$ cat config.mk
export PLATFORM = sky130hd
export DESIGN_NAME = conv_output_serializer
export DESIGN_NICKNAME = d
export VERILOG_FILES = /design/src/rtl/conv_pkg.sv /design/src/rtl/requant_sat.sv /design/src/rtl/conv_output_serializer.sv
export SDC_FILE = /design/constraint.sdc
export NUM_CORES = 1
export LEC_CHECK = 0
export CAP_MARGIN = 10
export CELL_PAD_IN_SITES_DETAIL_PLACEMENT = 0
export CELL_PAD_IN_SITES_GLOBAL_PLACEMENT = 2
export CORE_ASPECT_RATIO = 0.6
export CORE_UTILIZATION = 32
export DETAILED_ROUTE_END_ITERATION = 8
export HOLD_SLACK_MARGIN = 0.08
export PLACE_DENSITY_LB_ADDON = 0.12
export RECOVER_POWER = 100
export SETUP_SLACK_MARGIN = 0.3
export SLEW_MARGIN = 20
export SYNTH_ARGS = -nofsm -noshare
export SYNTH_HDL_FRONTEND = slang
export SYNTH_SLANG_ARGS = --single-unit
$ cat constraint.sdc
create_clock -name clock -period 5.65 [get_ports clock]
set_clock_uncertainty 0.2 [all_clocks]
set_input_delay 1.13 -clock clock [delete_from_list [all_inputs] [get_ports clock]]
set_output_delay 1.13 -clock clock [all_outputs]
set_load 0.01 [all_outputs]
$ cat src/rtl/conv_pkg.sv
// Shared types and constants for the convolution output serializer.
package conv_pkg;

    localparam int ACC_W = 32;
    localparam int PIX_W = 8;

    localparam logic signed [PIX_W-1:0] PIX_MAX = 8'sh7F;
    localparam logic signed [PIX_W-1:0] PIX_MIN = 8'sh80;

    typedef enum logic {
        IDLE = 1'b0,
        EMIT = 1'b1
    } state_t;

endpackage

$ cat src/rtl/requant_sat.sv
// Requantizes one signed 32-bit accumulator to a signed 8-bit pixel:
// optional clamp of negatives (RELU_EN), round half up, arithmetic shift,
// saturate to the pixel range. Purely combinational.
// Build option: define RELU_EN to clamp negative accumulators to zero.
module requant_sat
    import conv_pkg::*;
#(
    parameter int RQ_SHIFT = 8
) (
    input  logic signed [ACC_W-1:0] i_acc,
    output logic signed [PIX_W-1:0] o_pix
);

    localparam int RND_SH = (RQ_SHIFT > 0) ? RQ_SHIFT - 1 : 0;
    localparam logic signed [ACC_W:0] RND = (RQ_SHIFT > 0) ? (33'sd1 <<< RND_SH) : 33'sd0;

    logic signed [ACC_W-1:0] w_relu;
    logic signed [ACC_W:0]   w_ext;
    logic signed [ACC_W:0]   w_sum;
    logic signed [ACC_W:0]   w_shr;

`ifdef RELU_EN
    assign w_relu = i_acc[ACC_W-1] ? '0 : i_acc;
`else
    assign w_relu = i_acc;
`endif

    // One extra bit keeps the rounding add from overflowing at the top of the range.
    assign w_ext = {w_relu[ACC_W-1], w_relu};
    assign w_sum = w_ext + RND;
    assign w_shr = w_sum >>> RQ_SHIFT;

    // Saturate the shifted value into the 8-bit pixel range.
    always_comb begin
        o_pix = w_shr[PIX_W-1:0];
        if (w_shr > 33'(PIX_MAX)) begin
            o_pix = PIX_MAX;
        end else if (w_shr < 33'(PIX_MIN)) begin
            o_pix = PIX_MIN;
        end
    end

endmodule

$ cat src/rtl/conv_output_serializer.sv
// Serializes NUM_TREES 32-bit accumulator lanes per input word into
// requantized 8-bit pixels, lane 0 first, over valid/ready handshakes.
// An active + pending word buffer lets the next word land while the
// current one drains, so back-to-back words emit without bubbles.
// Build option: RELU_EN (passed to requant_sat) clamps negative lanes to zero.
//
// state | meaning
// ------+---------------------------------------------------------------
// IDLE  | active buffer empty, nothing presented, waiting for a word
// EMIT  | presenting lane tree_idx of the active word
module conv_output_serializer
    import conv_pkg::*;
#(
    parameter int NUM_TREES = 4,
    parameter int RQ_SHIFT  = 8
) (
    input  logic                          clock,
    input  logic                          reset,
    input  logic [ACC_W*NUM_TREES-1:0]    acc_in,
    input  logic                          in_valid,
    output logic                          in_ready,
    output logic signed [PIX_W-1:0]       pixel_out,
    output logic                          out_valid,
    input  logic                          out_ready,
    output logic                          out_last
);

    localparam int IDX_W = (NUM_TREES > 1) ? $clog2(NUM_TREES) : 1;
    localparam logic [IDX_W-1:0] LAST_IDX = IDX_W'(NUM_TREES - 1);

    state_t                              r_state;
    state_t                              w_state_nxt;
    logic [NUM_TREES-1:0][ACC_W-1:0]     r_active;
    logic [NUM_TREES-1:0][ACC_W-1:0]     w_active_nxt;
    logic [NUM_TREES-1:0][ACC_W-1:0]     r_pending;
    logic [NUM_TREES-1:0][ACC_W-1:0]     w_pending_nxt;
    logic                                r_pending_full;
    logic                                w_pending_full_nxt;
    logic [IDX_W-1:0]                    r_tree_idx;
    logic [IDX_W-1:0]                    w_tree_idx_nxt;

    logic                                w_in_fire;
    logic                                w_out_fire;
    logic                                w_last_lane;
    logic [ACC_W-1:0]                    w_lane;
    logic signed [PIX_W-1:0]             w_pix;

    // All outputs come from registered state; acc_in/in_valid never reach them.
    assign in_ready    = !r_pending_full;
    assign out_valid   = (r_state == EMIT);
    assign w_last_lane = (r_tree_idx == LAST_IDX);
    assign out_last    = out_valid && w_last_lane;
    assign pixel_out   = out_valid ? w_pix : '0;

    assign w_in_fire  = in_valid && in_ready;
    assign w_out_fire = out_valid && out_ready;

    // Select the active lane addressed by tree_idx for requantization.
    always_comb begin
        w_lane = '0;
        for (int i = 0; i < NUM_TREES; i++) begin
            if (r_tree_idx == IDX_W'(i)) begin
                w_lane = r_active[i];
            end
        end
    end

    requant_sat #(
        .RQ_SHIFT (RQ_SHIFT)
    ) u_requant_sat (
        .i_acc (w_lane),
        .o_pix (w_pix)
    );

    // Next-state and buffer routing: last-lane handoff first, then input routing.
    always_comb begin
        w_state_nxt        = r_state;
        w_active_nxt       = r_active;
        w_pending_nxt      = r_pending;
        w_pending_full_nxt = r_pending_full;
        w_tree_idx_nxt     = r_tree_idx;

        case (r_state)
            IDLE: begin
                if (w_in_fire) begin
                    w_active_nxt   = acc_in;
                    w_tree_idx_nxt = '0;
                    w_state_nxt    = EMIT;
                end
            end
            EMIT: begin
                if (w_out_fire) begin
                    if (w_last_lane) begin
                        w_tree_idx_nxt = '0;
                        if (r_pending_full) begin
                            w_active_nxt       = r_pending;
                            w_pending_full_nxt = 1'b0;
                        end else if (w_in_fire) begin
                            w_active_nxt = acc_in;
                        end else begin
                            w_state_nxt = IDLE;
                        end
                    end else begin
                        w_tree_idx_nxt = r_tree_idx + IDX_W'(1);
                    end
                end
                // A word arriving with the last-lane handshake went straight to active above.
                if (w_in_fire && !(w_out_fire && w_last_lane)) begin
                    w_pending_nxt      = acc_in;
                    w_pending_full_nxt = 1'b1;
                end
            end
            default: begin
                w_state_nxt = IDLE;
            end
        endcase
    end

    // State and buffer registers with synchronous reset that drops any partial word.
    always_ff @(posedge clock) begin
        if (reset) begin
            r_state        <= IDLE;
            r_active       <= '0;
            r_pending      <= '0;
            r_pending_full <= 1'b0;
            r_tree_idx     <= '0;
        end else begin
            r_state        <= w_state_nxt;
            r_active       <= w_active_nxt;
            r_pending      <= w_pending_nxt;
            r_pending_full <= w_pending_full_nxt;
            r_tree_idx     <= w_tree_idx_nxt;
        end
    end

endmodule

==> impl_results.md, run 1 <==
* Crit-path cells: inv_4, ha_4, buf_12, buf_12, nor2b_4, buf_6, a221o_1, a22o_1, nand4_1, clkbuf_1, nor3_4, or3_1, a221o_1, nor4_4, buf_6, o32ai_2, buf_4, buf_2
* Crit path launch type: flop
* EDFF count, synth at 0
* Vias/cell at 5.34
* HPWL after DPL at 21500 um
* Root Driver: clkbuf_16
* Status: complete, but fails checks
* Avg WL per Cell at 19.7 um
* Type of destination of the critical path: output port
* Routability cong. at 0.860
* Pwr Density at approximately 310 nW/um^2
* Max clock buf depth at 3
* Ys async rst share at 0%
* Ratio of cells with drive above 1 in the final layout at 16.0%
* P_sw at about 1.1 mW
* Post-route ant nets at 0
* Num CTS Buffers at 22
* TritonRoute pass-1 iters at 7
* Sequential share of power at 42.1%
* Post-synthesis adder-cell area fraction at 0.668%
* Worst-Skew Late Latency at 0.52 ns
* Simple-gate share of the synthesized area at about a fifth
* Overflow after GRT at 0
* Final wirelength at about 33000 um
* Max_cap viols at 4
* Initial antenna violation count at 0
* R2r endpoint: r_active[112]
* Min-delay src: r_pending[8]
* Rel. slew slack at -84.0%
* Switch share at between 20% and 30%
* Syn Nets at 1303
* WS Path Type: flop to output port
* Synthesized area per cell at around 8 sq um
* I/O pin count at approximately 140
* Distinct cells, synth at 67
* Core box area at approximately 29000 sq um
* Leak Pwr at between 4 and 5 nW
* Slew @ Worst Pin at about 2.8 ns
* F_max at 0.184 GHz
* First-pass GRT wire length at 50300 um
* Starting Density at 32.6%
* Slew Limit Fails at between 200 and 300
* Final core utilization at 43.2%
* I/O Buffers at 114
* Final setup viols at 0
* Slowest stage delay, CP at 0.41 ns
* Tcrit/Tclk final at 96.3%
* Initial DRC Count at 747
* Comb power frac at 18.6%
* Drt drc at 2
* Worst r2r path cells at 6
* Worst r2r src: r_pending_full
* Ant. Diodes at 0
* Synth warn at 0
* Area Growth Syn to Fin at 32.6%
* Worst EP required at approximately 4.3 ns
* Crit. Startpoint: r_tree_idx[1]
* Clock share of power at 39.3%
* Vias in the first global route at 8400
* Hold Crit Class: flop to flop
* Critical Path AT at 4.11 ns
* Area of the mapped netlist at 9370 sq um
* Max VDD drop at 181 uV
* # nets final at ~1400
* Register area share after synthesis at 43.6%
* Flops & latches, synth at 204
* Ys flop type: dfxtp_1
* Post-synthesis mux area share at 0%
* GRT Total Usage at 21.6%
* Largest family of logic cells by synthesized area: compound AO/OA/AOI/OAI gates
* Vias at 8885
* Die height at ~130 um
* Syn Inst Count at 1166
* Int Pwr at 2.78 mW
* Final Hold Vio Count at 0
* Unrepaired setup endpoints after global routing: yes
* Setup crit end: pixel_out[2]
* H-tree levels at 1
* Worst reg-to-reg setup slack at 1.39 ns
* Sum Neg Setup Slack at 0 ns
* CTS sink count at 204
* Worst-path clk slew at 0.06 ns
* Synth Area in Compound Gates at 28.0%
* Die area at 30000 sq um
* Slowest CP cell: a221o_1
* Die width at between 200 and 250 um
* Critical path peak fanout at 8
* Violated checks: design-rule violations, max-capacitance violations, max-slew violations
* Post-layout min period at 5.44 ns
* Post-CTS Hold Buffers at 0
* Xor/xnor cell area share of the yosys netlist at 1.31%
* Pin count of the biggest net entering global routing at ~130
* CTS tree: done
* FP Rows at between 40 and 50
critical path, delay by kind of cell (launching register included):
| kind | cells | cell delay [ns] |
|---|---|---|
| compound gates | 4 | 1.04 |
| fa+ha+maj | 1 | 0.15 |
| buf+inv | 8 | 1.10 |
| flops | 1 | 0.37 |
| simple gates | 5 | 0.90 |
power groups by stage:
stage	Combinational (mW)	Clock, mW	Sequential [mW]
floorplan	0.400	0	1.62
global placement	0.650	0	1.66
detailed placement	0.652	0	1.66
CTS	0.695	1.57	1.63
global route	0.790	1.62	1.64
finish	0.720	1.52	1.63
final cells by class:
class	instances	area, sq um
tap	375	469
fill	2864	16300
clock inverter	5	86.3
multi-input combinational	841	5220
timing repair buffer	192	1830
sequential	204	4090
clock buffer	35	679
inverter	11	43.8
sequential cells by signal, indices dropped and copies added, names as in the netlist:
register and flops:
r_pending_full 1, r_tree_idx 2, out_valid 1, r_active 100, r_pending 100
how the worst min path moves through the flow:
stage	slack, ns	endpoint	cells past startpoint
after floorplan	0.24	r_pending[103]	2
after global placement	0.24	r_pending[122]	2
after detailed placement	0.25	r_pending[71]	2
after CTS	0.25	r_pending[89]	2
after global routing	0.27	r_pending[9]	2
final	0.25	r_pending[8]	2
cells in the mapped netlist (2+ instances only):
library cell | instances | area (sq um)
a211oi_1 | 109 | 818
a211oi_2 | 10 | 125
a21oi_1 | 112 | 561
a221o_1 | 2 | 20.0
a221oi_1 | 5 | 43.8
a221oi_2 | 2 | 30.0
a22oi_1 | 2 | 15.0
a311oi_1 | 3 | 26.3
a32oi_1 | 2 | 17.5
and3_4 | 2 | 22.5
and3b_1 | 2 | 17.5
buf_1 | 5 | 18.8
buf_2 | 8 | 40.0
buf_4 | 2 | 15.0
buf_6 | 9 | 101
clkbuf_1 | 86 | 323
dfxtp_1 | 204 | 4080
ha_1 | 5 | 62.6
inv_1 | 10 | 37.5
nand2_1 | 233 | 875
nand2b_1 | 6 | 37.5
nand3_1 | 6 | 30.0
nand3b_1 | 12 | 90.1
nand4_1 | 4 | 25.0
nor2_1 | 117 | 439
nor2b_1 | 11 | 68.8
nor3_1 | 6 | 30.0
nor3b_1 | 10 | 75.1
nor4_1 | 7 | 43.8
o211ai_1 | 5 | 37.5
o21ai_0 | 6 | 30.0
o22ai_1 | 106 | 663
o311a_1 | 5 | 50.1
o31a_1 | 2 | 17.5
o31ai_1 | 2 | 15.0
o32ai_1 | 2 | 17.5
or3_1 | 4 | 25.0
xnor2_1 | 6 | 52.6
xor2_1 | 8 | 70.1
cells in the final DEF (no fill, tap or decap), types with 11 or more instances in the layout:
cell type / n
a211oi_1: 100
a211oi_2: 13
a21oi_1: 110
buf_4: 52
buf_6: 11
clkbuf_16: 22
clkdlybuf4s50_1: 101
dfxtp_1: 202
nand2_1: 230
nand3b_1: 12
nor2_1: 115
o22ai_1: 100
kinds of logic (layout without fill, tap and decap cells):
| logic type | Yosys count | count (layout) |
|---|---|---|
| xor+xnor | 14 | 14 |
| compound gates | 387 | 387 |
| buf+inv | 121 | 243 |
| fa+ha+maj | 5 | 5 |
| flops | 204 | 204 |
| simple gates | 435 | 435 |
layer usage:
| metal | track usage [%] | routed length [um] |
|---|---|---|
| met1 | 34.5 | 17800 |
| met5 | 0 | 0 |
| met2 | 28.9 | 12600 |
| met4 | 3.83 | 499 |
| met3 | 4.66 | 1950 |
per-stage QoR:
| step | instance area (sq um) | hold slack (ns) | power (mW) | instances | setup WS [ns] |
|---|---|---|---|---|---|
| 2_1_floorplan | 9370 | 0.236 | 2.02 | 1166 | 1.10 |
| 3_3_place_gp | 10900 | 0.241 | 2.31 | 1587 | 0.0370 |
| 3_5_place_dp | 10900 | 0.246 | 2.31 | 1587 | 0.0454 |
| 4_1_cts | 12200 | 0.255 | 3.89 | 1651 | 0.291 |
| 5_1_grt | 12400 | 0.268 | 4.05 | 1663 | 0.0736 |
| 6_report | 12400 | 0.254 | 3.88 | 1663 | 0.210 |
timing repair:
item / in CTS / in global routing
endpoints found under the setup margin: 7 / 7
setup buffers: 23 / 12
gates resized for setup: 95 / 32
pin swaps: 27 / 11
cloned: 1 / 0
endpoints found under the hold margin: 0 / 0
(Power assumes the default switching activity.)
==> run 2, diff against run 1 <==
- ABC_AREA: default -> 1
- CORE_UTILIZATION: 32 -> 30
- TNS_END_PERCENT: default -> 20
==> run 2 against run 1 <==
Against the previous run: the flow finishes with violations (max-capacitance violations, max-slew violations); sequential share of layout area rose by 1.5 points; critical path depth up 5; routed wire length increased by 0.30%; first-iteration DRC count is 17% lower; sequential power about the same; count of clock-buffer cells in the layout is 2 lower; register-to-register slack worse by 0.54 ns; highest routed layer unchanged; non-clock buffer count fell by 53; sequential cell count unchanged.
==> impl_results.md, run 2 <==
* Post-route ant nets at 0
* First-pass GRT wire length at 51000 um
* Area of the mapped netlist at about 9600 sq um
* Syn Inst Count at 1348
* Most frequent cells in the layout: a21oi_1, dfxtp_1, nand2_1
* Final wirelength at 32900 um
* Register area share after synthesis at 42.6%
* Avg WL per Cell at 17.9 um
* EDFF count, synth at 0
* Core box area at 31300 sq um
* Worst path bufs/invs at 5
* Vias/cell at about 5.0
* Most common cell after layout, fill and taps aside: a21oi_1
* H-tree levels at 1
* Overflow after GRT at 0
* Type of destination of the critical path: output port
* Synthesized area per cell at around 7.1 sq um
* Most used cell, CP: nand2_1
* Rel. slew slack at -50.1%
* Status: complete, but fails checks
* Post-layout min period at 5.39 ns
* Top-count cell post-synth: a21oi_1
* FILL cells at between 3000 and 4000
* CTS sink count at 204
* Critical path peak fanout at 16
* Num CTS Buffers at 21
* Die width at 233 um
* Crit path max-delay family: simple AND/OR/NAND/NOR gates
* Initial DRC Count at 618
* Commonest cells in the netlist: a21oi_1, dfxtp_1, nand2_1
* Flops & latches, synth at 204
* Ys flop type: dfxtp_1
* Largest regs: r_active x100, r_pending x100, r_tree_idx x2
* I/O Buffers at 114
* Worst-path clk slew at about 0.06 ns
* Ant. Diodes at 0
* Leak Pwr at 4.58 nW
* Ratio of cells with drive above 1 in the final layout at between 7 and 8%
* Register Area at just over 4000 sq um
* Max clock buf depth at 3
* Tcrit/Tclk final at 95.5%
* Violated checks: max-capacitance violations, max-slew violations
* Final core utilization at 37.9%
* F_max at 0.185 GHz
* Crit path launch type: flop
* Vias at 9174
* Root Driver: clkbuf_16
* Pwr Density at 320 nW/um^2
* Vias in the first global route at 8551
* Final setup viols at 0
* Distinct cells, synth at 38
* Max VDD drop at 217 uV
* Slew @ Worst Pin at 2.24 ns
* Slowest stage delay, CP at approximately 0.56 ns
* Placed cell count at between 1500 and 2000
* Final Hold Vio Count at 0
* Share of the synthesized area in the top cell type at between 40% and 50%
* HPWL after DPL at 21600 um
* Critical Path AT at 4.06 ns
* Slowest CP cell: clkdlybuf4s50_1
* Drt drc at 0
* GRT Total Usage at 19.9%
* TritonRoute pass-1 iters at 6
* Starting Density at 30.7%
* CTS tree: done
* Crit-path cells: inv_1, ha_2, buf_8, inv_6, buf_4, nand2_1, nand3_2, nand2_1, nand2_2, nor2_2, nand2_1, nor2_1, nand2_1, nor2_1, nand2_1, nand2_1, nand2_1, nor2_1, nand3_2, nand2_4, nand2_1, a21oi_1, clkdlybuf4s50_1
* Synth area leader: dfxtp_1
* Die height at 140 um
* Synth warn at 0
* I/O pin count at 143
* FP Rows at 50
* Die area at 32700 sq um
* Ys async rst share at 0%
* Max_cap viols at 4
* WS Path Type: flop to output port
* Top post-synthesis cells by area: dfxtp_1, a21oi_1, o21ai_0, nand2_1, o22ai_1
* Non-filler cells, final at 1837
* Syn Nets at 1485
* Hold Crit Class: flop to flop
* # nets final at ~1500
* Slew Limit Fails at 258
* Worst-Skew Late Latency at 0.52 ns
* Area of the multi-input gates at 4520 sq um
* Pin count of the biggest net entering global routing at 134
* Routability cong. at around 0.85
* Unrepaired setup endpoints after global routing: yes
* Initial antenna violation count at 0
* Area Growth Syn to Fin at 23.6%
* Worst EP required at around 4.3 ns
-- run 2: cell types whose count changed in the layout (fill, tap and decap cells not counted), moves of 32 or more --
cell,delta
nand3_1,+32
inv_1,+156
a21oi_1,+102
buf_4,-34
nand2_1,-44
nor2_1,-54
o21ai_0,+176
a211oi_1,-99
-- run 2: cell families after synthesis --
| logic type | count (synthesis) | share of synthesized area, % |
|---|---|---|
| fa+ha+maj | 5 | 0.652 |
| simple gates | 324 | 14.3 |
| buf+inv | 274 | 11.4 |
| flops | 204 | 42.6 |
| compound gates | 535 | 30.6 |
| xor+xnor | 6 | 0.548 |
-- run 2: timing repair --
| action | CTS | global route |
|---|---|---|
| pin swaps | 1 | 2 |
| buffers inserted | 2 | 3 |
| hold buffers | 0 | 0 |
| endpoints found under the setup margin | 8 | 7 |
| gates resized for setup | 23 | 16 |
| gates cloned | 0 | 1 |
-- run 2: final timing paths --
check                                    from       endpoint  slack, ns  cells past startpoint
worst min-delay path            r_pending[21]  r_pending[21]       0.25                      2
worst max register to register      out_valid  r_pending[58]       0.85                      6
worst min register to register  r_pending[21]  r_pending[21]       0.25                      2
worst max-delay path            r_tree_idx[1]   pixel_out[3]       0.26                     23
-- run 2: metrics by stage --
step / worst slack (ns) / area, sq um / hold WS, ns / total power [mW] / setup TNS [ns]
global placement: 0.303 / 11000 / 0.232 / 2.33 / 0
global route: -0.00536 / 11900 / 0.259 / 3.99 / -0.0141
CTS: 0.210 / 11800 / 0.246 / 3.84 / 0
floorplan: 1.59 / 9590 / 0.224 / 2.06 / 0
finish: 0.257 / 11900 / 0.246 / 3.79 / 0
detailed placement: 0.246 / 11000 / 0.236 / 2.34 / 0
-- run 2: power breakdown --
part           switching, mW  internal (mW)  leakage (nW)
clock network          0.620          0.851         0.350
registers             0.0646           1.57          1.68
logic                  0.429          0.258          2.54
-- run 2: cell type report --
class                      instances  share of cell area, %
clock buffer                      33                   5.57
inverter                         169                   5.48
sequential                       204                   34.5
clock inverter                     5                  0.496
multi-input combinational        870                   38.2
timing repair buffer             139                   11.4
timing repair inverter             1                 0.0422
tap                              416                   4.39
-- run 2: worst reg2reg max path: stages (launching register included) --
cell and delay [ns]:
dfxtp_1 0.53, clkinv_1 0.33, a21oi_1 0.26, nand3_1 1.52, clkbuf_4 1.22, o21ai_0 0.51
a21oi_1 0.07
-- run 2: per-layer routing --
| metal | part of all wire [%] | up-vias | track usage [%] |
|---|---|---|---|
| li1 | - | 4693 | - |
| met1 | 55 | 4310 | 32.1 |
| met2 | 41 | 140 | 27.7 |
| met3 | 3.1 | 31 | 2.65 |
| met4 | 1.4 | 0 | 3.30 |
| met5 | 0 | - | 0 |
==> run 3, diff against run 2 <==
- CORE_MARGIN: default -> 2
- RECOVER_POWER: 100 -> default
==> run 3 against run 2 <==
Against the previous run: setup slack gained 0.064 ns; power up 1.5%; via count grew 0.83%; critical path type unchanged; first-iteration DRC count increased by 8.3%; routed wire length increased by 2.2%; sequential share of layout area down 0.17 points; the run now ends clean; final area up 0.50%; largest cell class unchanged.
==> impl_results.md, run 3 (synthesized netlist as in run 2, its figures left out) <==
* Status: finished clean
* Crit-path cells: inv_2, ha_4, buf_4, nand2_1, nand2_1, nand3_1, nand2_2, nand2_1, nor2_2, nand2_1, nor2_1, nand2_1, nor2_1, nand2_1, nand2_1, nand2_1, nor2_1, nand3_2, nand2_4, nand2_1, a21oi_1, clkdlybuf4s50_1
* I/O pin count at 143
* Post-route ant nets at 0
* Area of the multi-input gates at 4550 sq um
* First-pass GRT wire length at 52100 um
* Slowest stage delay, CP at 0.55 ns
* Routability cong. at 0.801
* FILL cells at 3286
* Initial DRC Count at between 600 and 700
* Rel. slew slack at roughly a third
* Hold Path Depth at 2
* R2r endpoint: r_active[12]
* Num CTS Buffers at 22
* I/O Buffers at 114
* Die area at 33500 sq um
* Worst Hold End: r_pending[62]
* Most used cell, CP: nand2_1
* GRT Total Usage at around 20%
* Leak Pwr at 4.56 nW
* Area Growth Syn to Fin at 24.2%
* Unrepaired setup endpoints after global routing: yes
* Slowest CP cell: clkdlybuf4s50_1
* Vias at roughly 9000
* Crit. Startpoint: r_tree_idx[0]
* Tcrit/Tclk final at 94.3%
* TritonRoute pass-1 iters at 5
* # nets final at 1545
* Worst reg-to-reg setup slack at approximately 2.2 ns
* HPWL after DPL at approximately 22000 um
* Worst r2r path cells at 10
* Vias/cell at 5.03
* Largest regs: r_active x100, r_pending x100, r_tree_idx x2
* Most common cell after layout, fill and taps aside: a21oi_1
* Avg WL per Cell at 18.3 um
* Slew @ Worst Pin at 1.02 ns
* Register Area at 4090 sq um
* Final wirelength at 33600 um
* Max_cap viols at 0
* Hold Crit Class: flop to flop
* Ant. Diodes at 0
* Ratio of cells with drive above 1 in the final layout at 8.08%
* Die height at 142 um
* Pin count of the biggest net entering global routing at 131
* Starting Density at 30.6%
* Worst r2r src: r_tree_idx[0]
* Min-delay src: r_pending[62]
* CTS sink count at 204
* Critical path peak fanout at 7
* Critical Path AT at 4.00 ns
* Overflow after GRT at 0
* Core box area at 31300 sq um
* FP Rows at 50
* CTS tree: done
* Worst EP required at 4.32 ns
* Most frequent cells in the layout: a21oi_1, dfxtp_1, nand2_1
* Drt drc at 0
* Vias in the first global route at roughly 8700
* Max VDD drop at around 210 uV
* Worst-path clk slew at 0.06 ns
* F_max at between 0.15 and 0.2 GHz
* Power Total at 3.85 mW
* Worst-Skew Late Latency at 0.51 ns
* Max clock buf depth at 3
* Initial antenna violation count at 0
* Crit path launch type: flop
* Pwr Density at 323 nW/um^2
* Final Hold Vio Count at 0
* Sum Neg Setup Slack at 0 ns
* Die width at 235 um
* H-tree levels at 1
* WS Path Type: flop to output port
* Post-layout min period at 5.33 ns
* Slew Limit Fails at 0
* Root Driver: clkbuf_16
* Final setup viols at 0
* Type of destination of the critical path: output port
-- run 3: final cells by class --
| type | count | share of cell area (%) |
|---|---|---|
| Clock buffer | 28 | 5.24 |
| Inverter | 169 | 5.47 |
| Tap cell | 416 | 4.37 |
| Clock inverter | 12 | 1.07 |
| Timing Repair Buffer | 140 | 11.3 |
| Timing Repair inverter | 1 | 0.0420 |
| Sequential cell | 204 | 34.3 |
| Multi-Input combinational cell | 870 | 38.2 |
-- run 3: layer usage --
layer,global-route usage (%),vias to the layer above,share of wire [%]
met2,29.6,180,41
met3,2.64,25,4.1
met4,2.73,0,1.2
met5,0,-,0
li1,-,4703,-
met1,30.6,4342,54
-- run 3: worst max path at each step --
stage                         to  slack [ns]  cells after the start
CTS                 pixel_out[6]        0.27                     21
finish              pixel_out[6]        0.32                     22
global placement    pixel_out[3]        0.51                     21
floorplan           pixel_out[3]        1.59                     22
detailed placement  pixel_out[6]        0.51                     21
global route        pixel_out[6]        0.10                     23
-- run 3: worst max-delay path, delay by kind of cell, from the launching register on --
kind	cells	cell delay, ns
buf+inv	3	0.83
fa+ha+maj	1	0.21
simple gates	17	1.91
flops	1	0.38
compound gates	1	0.13
-- run 3: repair_timing --
item / CTS / global route
pin swaps: 5 / 4
hold buffers: 0 / 0
cloned: 1 / 0
buffers inserted: 2 / 0
resized for setup: 27 / 13
endpoints found under the setup margin: 7 / 7
-- run 3: where the power goes --
part	switching [mW]	total [mW]	internal, mW
sequential	0.0656	1.63	1.57
combinational	0.435	0.694	0.259
clock	0.639	1.52	0.880
-- run 3: stage by stage --
| step | cells | setup WS (ns) | util, % | area (sq um) | hold slack, ns |
|---|---|---|---|---|---|
| 2_1_floorplan | 1348 | 1.59 | - | 9590 | 0.224 |
| 6_report | 1840 | 0.320 | 38.0 | 11900 | 0.245 |
| 4_1_cts | 1840 | 0.269 | 37.9 | 11900 | 0.247 |
| 3_3_place_gp | 1797 | 0.514 | 35.1 | 11000 | 0.232 |
| 5_1_grt | 1840 | 0.101 | 38.0 | 11900 | 0.257 |
| 3_5_place_dp | 1797 | 0.506 | 35.1 | 11000 | 0.237 |
==> edit 1 (config.mk and constraints of run 3) <==
`r_pending` no longer has a reset.
--- a/src/rtl/conv_output_serializer.sv
+++ b/src/rtl/conv_output_serializer.sv
@@ -122,5 +122,4 @@
             r_state        <= IDLE;
             r_active       <= '0;
-            r_pending      <= '0;
             r_pending_full <= 1'b0;
             r_tree_idx     <= '0;
@@ -128,5 +127,4 @@
             r_state        <= w_state_nxt;
             r_active       <= w_active_nxt;
-            r_pending      <= w_pending_nxt;
             r_pending_full <= w_pending_full_nxt;
             r_tree_idx     <= w_tree_idx_nxt;
@@ -134,4 +132,8 @@
     end
 
+    always_ff @(posedge clock) begin
+        r_pending <= w_pending_nxt;
+    end
+
 endmodule
 
Formal check against the unedited RTL: no difference found for any inputs over 4 cycles, from zero or initial values and one cycle with reset high; that may be too few to reach the edited logic, so the function may still have changed.
==> edit 1 against run 3 <==
Area after synthesis down 3.3%; total power down 3.5%; die area shrank 3.2%; largest cell class is now registers; routed wire length down 8.1%; sequential cell count stayed put; setup slack better by 92 ps; final area shrank 2.5%; count of clock-buffer cells in the layout increased by 1.
==> edit 1: results <==
[status]
status = completed

[cts]
clk_latency_ps = 530
cts-resized-gates = 14
cts_setup_buffers = 0

[placement]
placed_area_um2 = 10800
hpwl_um = 21700
dpl.cell_count = 1498
pre_cts_ws_ps = 383
gp_congestion = 0.851

[setup_path]
reg2reg_setup_slack_ps = 2430
startpoint = r_tree_idx[1]
rr_worst_depth = 8
crit_fanout = 17
path_delay_family = buffers and inverters
crit_arrival_ps = 3910
rr_endpoint = r_active[115]
endpoint = pixel_out[7]

[routing]
vias_per_cell = 5.02
wl_um = 30900
vias = 7725
first_iter_violations = 507

[finish]
multi_input_area_share_pct = 32.8
drive_gt1_share_pct = 10.2
fin_nets = 1253
nMultiInputCombCells = 702
diodes = 0
inv_count = 53
area_growth_syn_to_layout_pct = 25.3
buf_share_pct = 11.4
n_all_buffers = 133
nClkBuffers = 29
seq_area_um2 = 5090
num-fill-cells = 3111

[timing]
holdWs_ps = 287
worstMarginPinSlew_ps = 932
timing.final.ws_setup_ps = 412

[yosys]
synthTopCellsByArea = edfxtp_1 (32%), dfxtp_1 (22%), nand2_1 (8.0%)
syn_nets = 1166
synth-seq-area-share_pct = 54.8
synth.distinct_cells = 40
synth_cells = 1029
synth_edf_count = 100

[grt]
grt.total_usage_pct = 18.9
grt_max_degree = 77
grt_first_pass_wirelength_um = 46700
grt_pass1_vias = 7291

[power_and_ir_drop]
power.internal_uw = 2660
ir_drop_uv = 204

[min_path]
min-delay-start = r_active[48]
-- edit 1: power groups by stage --
stage / Combinational (µW) / Clock, µW / Sequential [µW]
2_1_floorplan: 362 / 0 / 1740
3_3_place_gp: 599 / 0 / 1750
3_5_place_dp: 602 / 0 / 1750
4_1_cts: 609 / 1420 / 1720
5_1_grt: 679 / 1480 / 1730
6_report: 609 / 1380 / 1720
-- edit 1: per-layer routing --
layer  share of wire, %  up-vias  track usage, %
li1                   -     3825               -
met3                5.2       33            2.99
met1                 58     3677            33.0
met4                1.5        0            2.92
met5                  0        -               0
met2                 36      190            23.4
-- edit 1: kinds of logic (layout without fill, tap and decap cells) --
group | count (synthesis) | in the layout | share of synthesized area [%]
simple gates | 430 | 430 | 19.2
compound gates | 256 | 256 | 18.4
flops | 204 | 204 | 54.8
buf+inv | 123 | 226 | 5.72
xor+xnor | 11 | 11 | 1.20
fa+ha+maj | 5 | 5 | 0.675
==> edit 2 (flow settings as in run 3) <==
Made on the original files. The parameter `NUM_TREES` goes from 4 to 8.
--- a/src/rtl/conv_output_serializer.sv
+++ b/src/rtl/conv_output_serializer.sv
@@ -12,5 +12,5 @@
     import conv_pkg::*;
 #(
-    parameter int NUM_TREES = 4,
+    parameter int NUM_TREES = 8,
     parameter int RQ_SHIFT  = 8
 ) (
Interface: changed (resized acc_in); port bits go from 143 to 271. The function was not compared with the original's and may differ.
==> edit 2 against run 3 <==
Non-clock buffer count is 169 higher; worst hold slack worse by 1.2 ps; setup slack worse by 36 ps; total power is 94% higher; count of clock-buffer cells in the layout is 31 higher; combinational power is 87% higher; routed wire length is 120% higher; critical path depth is 6 higher; area after synthesis is 95% higher; sequential cell count is 201 higher; final area is 100% higher; final cell count is 98% higher; highest routed layer unchanged.
==> edit 2: results <==
[power_and_ir_drop]
p_per_area_nw_per_um2 = 310
power_frac_clock_pct = 38.9
ir_drop_uv = 212
leakage_uw = 0.00935

[grt]
grt_use_met1_pct = 36.5
use_met2_pct = 29.2
grtUsageMet3_pct = 3.32
grt_first_pass_wirelength_um = 108000
grt.total_usage_pct = 22.0
grt_max_degree = 216

[setup_path]
slowest_stage = dfxtp_4
slowest_delay_ps = 380
crit_arrival_ps = 4040

[yosys]
synth_cells = 2642
synth_compound_area_share_pct = 29.5
synthTopCellsByArea = dfxtp_1 (43%), a21oi_1 (11%), o21ai_0 (10%)
syn_nets = 2909
synth.distinct_cells = 40
synth-adder-area-share_pct = 0.469
synthXorXnorAreaFrac_pct = 0.422
synthTopCellsByCount = dfxtp_1 (405), a21oi_1 (392), o21ai_0 (389), nand2_1 (380), inv_1 (327)

[routing]
met3_length_um = 3910
vias = 18400
vias_per_cell = 5.05
wl_met2_um = 28000

[placement]
pre_cts_ws_ps = -104
io_buffer_count = 214
dpl.cell_count = 3558
gp_congestion = 0.855

[cts]
cts-resized-gates = 105
cts-htree-levels = 2
numCtsBuffers = 43
clk_latency_ps = 590
cts_setup_buffers = 5

[status]
status = completed

[timing]
maxSlewHeadroom_pct = 25.2

[finish]
fin_nets = 3056
drive_gt1_share_pct = 14.2
edit 2: worst paths after layout:
kind	start	end	slack, ps	cells after the start
setup / recovery	r_tree_idx[1]	pixel_out[4]	280	28
hold / removal	r_pending[54]	r_pending[54]	240	2
setup reg to reg	r_tree_idx[0]	r_pending[178]	1950	9
hold reg to reg	r_pending[54]	r_pending[54]	240	2
edit 2: stage by stage:
step / cell area, µm² / TNS, ps / hold WS [ps]
2_1_floorplan: 18700 / 0 / 224
3_3_place_gp: 21700 / -576 / 230
3_5_place_dp: 21700 / -672 / 235
4_1_cts: 23400 / 0 / 244
5_1_grt: 24100 / 0 / 261
6_report: 24100 / 0 / 244
edit 2: layout make-up:
class / instances / area (µm²)
Antenna cell: 1 / 2.50
Clock buffer: 59 / 1230
Clock inverter: 13 / 184
Fill cell: 6387 / 37200
Inverter: 336 / 1290
Multi-Input combinational cell: 1693 / 9190
Sequential cell: 405 / 8120
Tap cell: 828 / 1040
Timing Repair Buffer: 309 / 3010
Timing Repair inverter: 1 / 7.51
